--- config.mk ---
export PLATFORM = sky130hd
export DESIGN_NAME = scan_decoder_flat
export DESIGN_NICKNAME = d
export VERILOG_FILES = /design/src/rtl/scan_decoder_if.sv /design/src/rtl/scan_decoder.sv /design/src/flat_wrapper.sv
export SDC_FILE = /design/constraint.sdc
export NUM_CORES = 1
export LEC_CHECK = 0
export CAP_MARGIN = 30
export CORE_UTILIZATION = 45
export CTS_BUF_LIST = sky130_fd_sc_hd__clkbuf_8
export DETAILED_ROUTE_END_ITERATION = 6
export GPL_ROUTABILITY_DRIVEN = 1
export PLACE_DENSITY = 0.69
export RECOVER_POWER = 25
export SLEW_MARGIN = 20
export SYNTH_ARGS = -nofsm -noshare
export SYNTH_HDL_FRONTEND = slang
export SYNTH_SLANG_ARGS = --single-unit
--- constraint.sdc ---
create_clock -name clk -period 1.95 [get_ports clk]
set_clock_uncertainty 0.15 [all_clocks]
set_input_delay 0.39 -clock clk [delete_from_list [all_inputs] [get_ports clk]]
set_output_delay 0.39 -clock clk [all_outputs]
set_load 0.05 [all_outputs]
--- src/rtl/scan_decoder_if.sv ---
// Control/status bundle for scan_decoder: select, enable group, scan controls and decoded outputs.
// Signal suffixes are relative to the decoder: _i drives into it, _o comes out of it.
interface scan_decoder_if #(
  parameter int AW      = 3,
  parameter int DWELL_W = 8
);
  logic [AW-1:0]      a_i;
  logic [3:1]         e_i;
  logic               mode_i;
  logic               start_i;
  logic [DWELL_W-1:0] dwell_i;
  logic [2**AW-1:0]   o_o;
  logic [AW-1:0]      idx_o;
  logic               busy_o;
  logic               wrap_o;

  modport master (
    output a_i, e_i, mode_i, start_i, dwell_i,
    input  o_o, idx_o, busy_o, wrap_o
  );

  modport slave (
    input  a_i, e_i, mode_i, start_i, dwell_i,
    output o_o, idx_o, busy_o, wrap_o
  );
endinterface

--- src/rtl/scan_decoder.sv ---
// Registered AW-to-2**AW one-hot decoder with direct and autonomous scan modes.
// Define SCAN_DECODER_ACTIVE_LOW_EN for inverted (74x138-style) select outputs.
module scan_decoder #(
  parameter int AW      = 3,
  parameter int DWELL_W = 8
) (
  input  logic         clk,
  input  logic         rst_n,
  scan_decoder_if.slave bus
);
  localparam int N = 2**AW;

  typedef enum logic {ST_IDLE, ST_SCAN} state_e;

  state_e             state_q, state_d;
  logic [N-1:0]       sel_q, sel_d;
  logic [AW-1:0]      idx_q, idx_d, idx_inc;
  logic [DWELL_W-1:0] cnt_q, cnt_d;
  logic [DWELL_W-1:0] dwell_q, dwell_d;
  logic               wrap_q, wrap_d;
  logic               en;
  logic               start_ok;

  function automatic logic [N-1:0] onehot(input logic [AW-1:0] i);
    logic [N-1:0] v;
    v    = '0;
    v[i] = 1'b1;
    return v;
  endfunction

  assign en       = bus.e_i[3] & ~bus.e_i[2] & ~bus.e_i[1];
  assign start_ok = bus.mode_i & bus.start_i & en;
  assign idx_inc  = idx_q + AW'(1);

  // NOTE: sequential state uses non-blocking assignments so every register samples pre-edge values.
  always_ff @(posedge clk or negedge rst_n) begin
    if (!rst_n) state_q <= ST_IDLE;
    else        state_q <= state_d;
  end

  always_comb begin
    state_d = state_q;
    unique case (state_q)
      ST_IDLE: if (start_ok)     state_d = ST_SCAN;
      ST_SCAN: if (!bus.mode_i)  state_d = ST_IDLE;
      default:                   state_d = ST_IDLE;
    endcase
  end

  // NOTE: every combinational output gets a default first, so no path can infer a latch.
  always_comb begin
    sel_d   = sel_q;
    idx_d   = idx_q;
    cnt_d   = cnt_q;
    dwell_d = dwell_q;
    wrap_d  = 1'b0;
    unique case (state_q)
      ST_IDLE: begin
        if (!bus.mode_i) begin
          sel_d = en ? onehot(bus.a_i) : '0;
          idx_d = bus.a_i;
        end else if (start_ok) begin
          sel_d   = onehot(bus.a_i);
          idx_d   = bus.a_i;
          cnt_d   = bus.dwell_i;
          dwell_d = bus.dwell_i;
        end
      end
      ST_SCAN: begin
        if (!bus.mode_i || !en) begin
          sel_d = '0;
        end else if (sel_q == '0) begin
          // Leaving a pause: restore the held line before counting again.
          sel_d = onehot(idx_q);
        end else if (cnt_q == '0) begin
          idx_d  = idx_inc;
          sel_d  = onehot(idx_inc);
          cnt_d  = dwell_q;
          wrap_d = (idx_q == AW'(N - 1));
        end else begin
          cnt_d = cnt_q - DWELL_W'(1);
        end
      end
      default: sel_d = '0;
    endcase
  end

  always_ff @(posedge clk or negedge rst_n) begin
    if (!rst_n) begin
      sel_q   <= '0;
      idx_q   <= '0;
      cnt_q   <= '0;
      dwell_q <= '0;
      wrap_q  <= 1'b0;
    end else begin
      sel_q   <= sel_d;
      idx_q   <= idx_d;
      cnt_q   <= cnt_d;
      dwell_q <= dwell_d;
      wrap_q  <= wrap_d;
    end
  end

`ifdef SCAN_DECODER_ACTIVE_LOW_EN
  assign bus.o_o = ~sel_q;
`else
  assign bus.o_o = sel_q;
`endif
  assign bus.idx_o  = idx_q;
  assign bus.busy_o = (state_q == ST_SCAN);
  assign bus.wrap_o = wrap_q;
endmodule

--- src/flat_wrapper.sv ---
// flat-port wrapper written by rule: the top's interface ports become plain ports
module scan_decoder_flat 
#(
  parameter int AW      = 3,
  parameter int DWELL_W = 8
)
  (clk, rst_n, bus_a_i, bus_e_i, bus_mode_i, bus_start_i, bus_dwell_i, bus_o_o, bus_idx_o, bus_busy_o, bus_wrap_o);
  scan_decoder_if #(.AW(AW), .DWELL_W(DWELL_W)) bus_i ();
  input  logic clk;
  input  logic rst_n;
  input wire logic [$bits(bus_i.a_i)-1:0] bus_a_i;
  input wire logic [$bits(bus_i.e_i)-1:0] bus_e_i;
  input wire logic [$bits(bus_i.mode_i)-1:0] bus_mode_i;
  input wire logic [$bits(bus_i.start_i)-1:0] bus_start_i;
  input wire logic [$bits(bus_i.dwell_i)-1:0] bus_dwell_i;
  output wire logic [$bits(bus_i.o_o)-1:0] bus_o_o;
  output wire logic [$bits(bus_i.idx_o)-1:0] bus_idx_o;
  output wire logic [$bits(bus_i.busy_o)-1:0] bus_busy_o;
  output wire logic [$bits(bus_i.wrap_o)-1:0] bus_wrap_o;
  assign bus_i.a_i = bus_a_i;
  assign bus_i.e_i = bus_e_i;
  assign bus_i.mode_i = bus_mode_i;
  assign bus_i.start_i = bus_start_i;
  assign bus_i.dwell_i = bus_dwell_i;
  assign bus_o_o = bus_i.o_o;
  assign bus_idx_o = bus_i.idx_o;
  assign bus_busy_o = bus_i.busy_o;
  assign bus_wrap_o = bus_i.wrap_o;
  scan_decoder #(.AW(AW), .DWELL_W(DWELL_W)) u_core (.clk(clk), .rst_n(rst_n), .bus(bus_i));
endmodule
; ---- After elaboration in Yosys (flattened, before gate mapping)
; Index checks and enable logic that the tools add are counted.
[totals]
regBits = 29
inputBits = 18
wordCells = 73
[classes]
n_addsub = 2
n_lt_le_gt_ge = 6
eq_ne = 8
mux = 32
bitwise = 7
n_reduce_logical = 12
[ops]
columns = op, count
row1 = 8-bit two-way mux, 11
row2 = 8-bit one-hot mux with 2 select lines, 2
row3 = 8-bit logical NOT, 2
row4 = 3-bit two-way mux, 5
row5 = 3-bit by 4-bit less-than comparator with 1-bit output (second input constant), 3
row6 = 1-bit demux with 3-bit select, 3
row7 = 3-bit by 1-bit greater-or-equal comparator with 1-bit output (second input constant), 3
row8 = 1-bit two-way mux, 9
row9 = 2-bit != test (second input constant), 4
row10 = 4-bit AND reduction, 2
row11 = 8-bit by 1-bit subtractor with 8-bit output (second input constant), 1
row12 = 3-bit one-hot mux with 2 select lines, 1
row13 = 1-bit bitwise AND, 4
row14 = 4-bit != test (second input constant), 1
row15 = 3-bit by 1-bit adder with 3-bit output (second input constant), 1
row16 = 3-bit == test (second input constant), 1
row17 = 1-bit logical AND, 3
row18 = 3-bit by 2-bit != test with 1-bit output (second input constant), 1
row19 = 1-bit NOT, 3
row20 = 3-bit AND reduction, 1
row21 = 1-bit logical NOT, 2
row22 = 2-bit by 1-bit != test with 1-bit output (second input constant), 1
row23 = 1-bit one-hot mux with 2 select lines, 1
row24 = 2-bit AND reduction, 1
row25 = 1-bit logical OR, 1

; ---- Longest topological paths before layout
[depth]
word_depth = 9
ltp_mapped = 8
ltp_nobuf = 7

; ---- Worst setup path after synthesis
; OpenSTA, ideal clock, no wires.
[synth_path]
kind = reg2reg
startpoint = reg u_core.sel_q[1] (netlist: u_core.bus.o_o[1])
endpoint = reg u_core.sel_q[2] (netlist: u_core.bus.o_o[2])
setup_time_ns = 0.078
arrival_ns = 1.722
t_required_ns = 1.722
slack_ns = 0.000
path_stages_with_launch = 7
n_path_buf = 1
cell_sequence = dfrtp_1 -> nor4_1 -> nand2_1 -> a31oi_4 -> buf_6 -> nor2_1 -> a21oi_1
[synth_between]
elab_chain_cells = 4
elab_cells_between_ends = 6
cone_classes = eq/ne: 1 / mux: 3 / reduce/logical: 2
[synth_rtl]
columns = element, line_no
row1 = start: declaration, scan_decoder.sv:16  ; logic [N-1:0] sel_q, sel_d;
row2 = start signal: assignment, scan_decoder.sv:96  ; sel_q <= sel_d;
row3 = 8-bit logical NOT (*), scan_decoder.sv:72  ; end else if (sel_q == '0) begin
row4 = 8-bit two-way mux, scan_decoder.sv:72
row5 = 8-bit two-way mux, scan_decoder.sv:70  ; if (!bus.mode_i || !en) begin
row6 = 8-bit one-hot mux with 2 select lines, scan_decoder.sv:57  ; unique case (state_q)
; Every way passes the cells marked *; elsewhere a longest branch is shown, timed or not.
; A chain may end at the register's enable or synchronous reset.

; ---- Worst setup path in the final report
; Ends and elaborated chain as after synthesis.

==> results.md <==
- The post-route netlist has 30.1% of its cells at a drive strength greater than 1.
- The number of flip-flops and latches in the synthesized netlist is 29.
- The worst register-to-register path has a setup slack of 90 ps.
- For this run, the share of the core covered by cells in the final layout is 69.7%.
- The mean area per synthesized cell is 8.73 um2.
- Detailed placement finished with a half-perimeter wire length of 3510 um.
- The clock net sink count is 29.
- Counting instances in the post-synthesis netlist gives the leading cell types as nand2_1, dfrtp_1, nor2_1.
- The detailed-route vias per instance is 5.59.
- The top routing layer in use is met4.
- In this run the power spent charging and discharging nets is 703 uW.
- On the worst path, the slowest cell contributes a delay of 400 ps.
- For the pin with the worst max-slew slack, the measured transition is 721 ps.
- The netlist uses 44 different library cells.
- The routed design uses 268 um of met3 wire.
- After routing, the total negative slack on setup checks comes to 0 ps.
- IR analysis of the VDD net gives a maximum drop of 0.000563 V.
- The combinational fraction of design power is 34.8%.
- The number of enable-type register cells in the synthesized netlist is 0.
- The clock tree from TritonCTS is done.
- The total die area is 0.00436 mm2.
- The yosys synthesis warning count is 0.
- In this run, CTS created clock tree buffers numbering 5.
- The post-placement cell area is 0.00247 mm2.
- The detailed-routing iteration count for the pre-antenna-repair pass is 4.
- The boundary pin count is 31.
- The worst endpoint data arrival time is 1920 ps.
- The total number of vias is 1811.
- When the netlist entered floorplanning its net count stood at 233.
- The highest fanout seen on the critical path is 5.
- The total global-route track usage is 25.4%.
- The total power draw is 2.02 mW.
- The count of antenna diodes in the layout is 0.
- The total count of max-transition violations in the final report is 0.
- The max-capacitance violation count is 0.
- The residual antenna-violating net count after detailed routing is 0.
- Cell internal power was estimated by the tool at 1.31 mW.
- The maximum level of the CTS H-tree is 2.
- The launching element type of the critical path is a register.
- Counting every instance in the synthesized netlist gives 211.
- The detailed router put a total of 2260 um of wire on met1.
- The number of buffers added on ports is 30.
- The maximum buffer depth of the clock tree is 2.
- The routability-driven placement congestion ratio is 0.887.
- The final critical path takes up 95.2% of the cycle.
- The initial antenna violation count is 0.
- The length of routed met2 wiring is 2200 um.
- At the later pin of the worst-skew pair, clock insertion delay measures 290 ps.
- The finished cells cover 0.00265 mm2.
- The tree is rooted in a clkbuf_8.
- The top cell type by total area after synthesis is dfrtp_1.
- The net count of the finished layout is 298.
- The critical path required time is 2010 ps.
- The share of the synthesized area in the top cell type is 39.4%.
- The share of synthesized area occupied by flip-flops and latches is 39.4%.
- The vertical extent of the die is 66.0 um.
- The detailed router's first-iteration violation count is 151.
- The total wire length after detailed routing is 4810 um.
- Power spread over the standard cell area amounts to 761 mW/mm2.
- The number of global-route vias before repair is 1751.
- The portion of total power attributed to sequential cells is 40.7%.
- The analysis attributes to cell leakage a power of 1.11 nW.
- The wire length per cell after detailed routing is 14.9 um.
- STA classifies the critical path endpoint as a register.
- After clock tree synthesis, the clock-pin slew on the worst setup and hold paths is 60 ps.
- The cell with the largest stage delay on the worst path is dfrtp_1.
- The library cell with the highest instance count after synthesis is nand2_1.
- The final-layout worst hold slack is 328 ps.
- The normalized max-slew margin is 51.9%.
- After detailed routing, the number of remaining DRC violations is 0.
- The starting density of the core is 48.5%.
- Walking the worst path, the cells encountered are nor4_4, nand2_2, buf_4, nor4_1, a211oi_1, a21oi_1.
- In the synthesized netlist the async set-or-reset flop fraction comes to 100%.
- The critical path is of the register to register type.
- By area the synthesized netlist is led by dfrtp_1, nand2_1, nor2_1, a31oi_1, ha_1.
- The global-route wire length before repair is 8250 um.
- Entering global routing, the biggest net connects 30 pins.
- The clock network burns 24.5% of the power.
- For this run the aggregate overflow at the end of global routing stands at 0.
- In this run the worst hold path is classified as register to register.
- The horizontal extent of the die is 66.0 um.
- The upper clock frequency limit is 539 MHz.
- The number of buffers inserted for hold repair after clock tree synthesis is 0.
- Of the total power, the share spent switching nets is 34.9%.
- Summing every instance area after synthesis gives 0.00184 mm2.
- The area of the core region is 0.00380 mm2.
- The most frequently used flop master after synthesis is dfrtp_1.
- Setup violations remaining at the end of the flow were counted as 0.
- The run finished with clean final reports.
- The floorplan has 22 rows.
- Compared with the post-synthesis result, the final layout area differs by 43.7%.
- The total count of hold-check failures in the final report was 0.
- For the finished layout, the period the worst path requires is 1860 ps.
==> final timing paths <==
| path | startpoint | end | cells after the start |
|---|---|---|---|
| worst max-delay path | u_core.bus.o_o[1] | u_core.bus.o_o[2] | 6 |
| worst min-delay path | u_core.dwell_q[1] | u_core.dwell_q[1] | 2 |
| worst max register to register | u_core.bus.o_o[1] | u_core.bus.o_o[2] | 6 |
| worst min register to register | u_core.dwell_q[1] | u_core.dwell_q[1] | 2 |
| max in group asynchronous | rst_n | u_core.dwell_q[1] | 2 |
| min in group asynchronous | rst_n | u_core.cnt_q[3] | 2 |
==> per-stage QoR <==
step	instances	setup slack [ps]
after floorplan	211	0.0252
after global placement	316	-141
after detailed placement	316	-184
after CTS	323	32.5
after global routing	324	-1.31
final	324	93.8
==> flip-flops by register name, indices dropped and copies added, names as in the netlist <==
signal and count:
u_core.cnt_q 8, u_core.bus.wrap_o 1, u_core.bus.busy_o 1, u_core.dwell_q 8, u_core.bus.o_o 8, u_core.bus.idx_o 3
==> final cells by class <==
cell class	instances	area, um2
Timing Repair Buffer	69	633
Tap cell	48	60.1
Sequential cell	29	726
Multi-Input combinational cell	165	1120
Clock buffer	6	82.6
Fill cell	303	1150
Clock inverter	1	3.75
Inverter	6	22.5
==> repair_timing <==
action                                  in CTS  in global routing
setup buffers                                0                  1
pin swaps                                    0                  1
endpoints found under the hold margin        0                  0
endpoints found under the setup margin       2                 17
gates resized for setup                      1                 17
==> logic make-up (layout without fill, tap and decap cells) <==
kind of cell             count (synthesis)  in the layout  share of synthesized area [%]
XOR/XNOR                                 4              4                           1.90
AO/OA/AOI/OAI                           47             47                           17.9
adder cells (fa/ha/maj)                  4              4                           2.72
AND/OR/NAND/NOR                        103            103                           29.5
buffers and inverters                   17             82                           4.55
flip-flops                              29             29                           39.4
multiplexers                             7              7                           4.01
==> critical path: cells and delay by family (launching register included) <==
kind | cells | cell delay [ps]
AND/OR/NAND/NOR | 3 | 810
flip-flops | 1 | 400
AO/OA/AOI/OAI | 2 | 240
buffers and inverters | 1 | 180
==> power by group through the flow <==
stage | Clock (mW) | Sequential, mW | Combinational, mW
2_1_floorplan | 0 | 0.885 | 0.304
6_report | 0.494 | 0.821 | 0.701
5_1_grt | 0.528 | 0.835 | 0.770
3_3_place_gp | 0 | 0.805 | 0.642
3_5_place_dp | 0 | 0.812 | 0.651
4_1_cts | 0.503 | 0.806 | 0.658
==> cell usage in the layout, fill, tap and decap left out, types with 4 or more instances in the layout <==
cell type and instances:
nand3_1 7, o21ai_0 5, dfrtp_1 29, clkbuf_8 6, o211ai_1 6, inv_1 5
nand2_1 32, nor2_1 24, a21oi_1 7, clkdlybuf4s50_1 16, nor2b_1 4, xnor2_1 4
buf_4 45, nor4_1 4, nor3_1 10, buf_12 6, a31oi_1 12
==> per-layer routing <==
metal	global-route usage [%]	up-vias
li1	-	905
met1	36.0	844
met2	37.5	54
met3	6.21	8
met4	8.78	0
met5	0	-
Power figures use the tool's default switching activity.
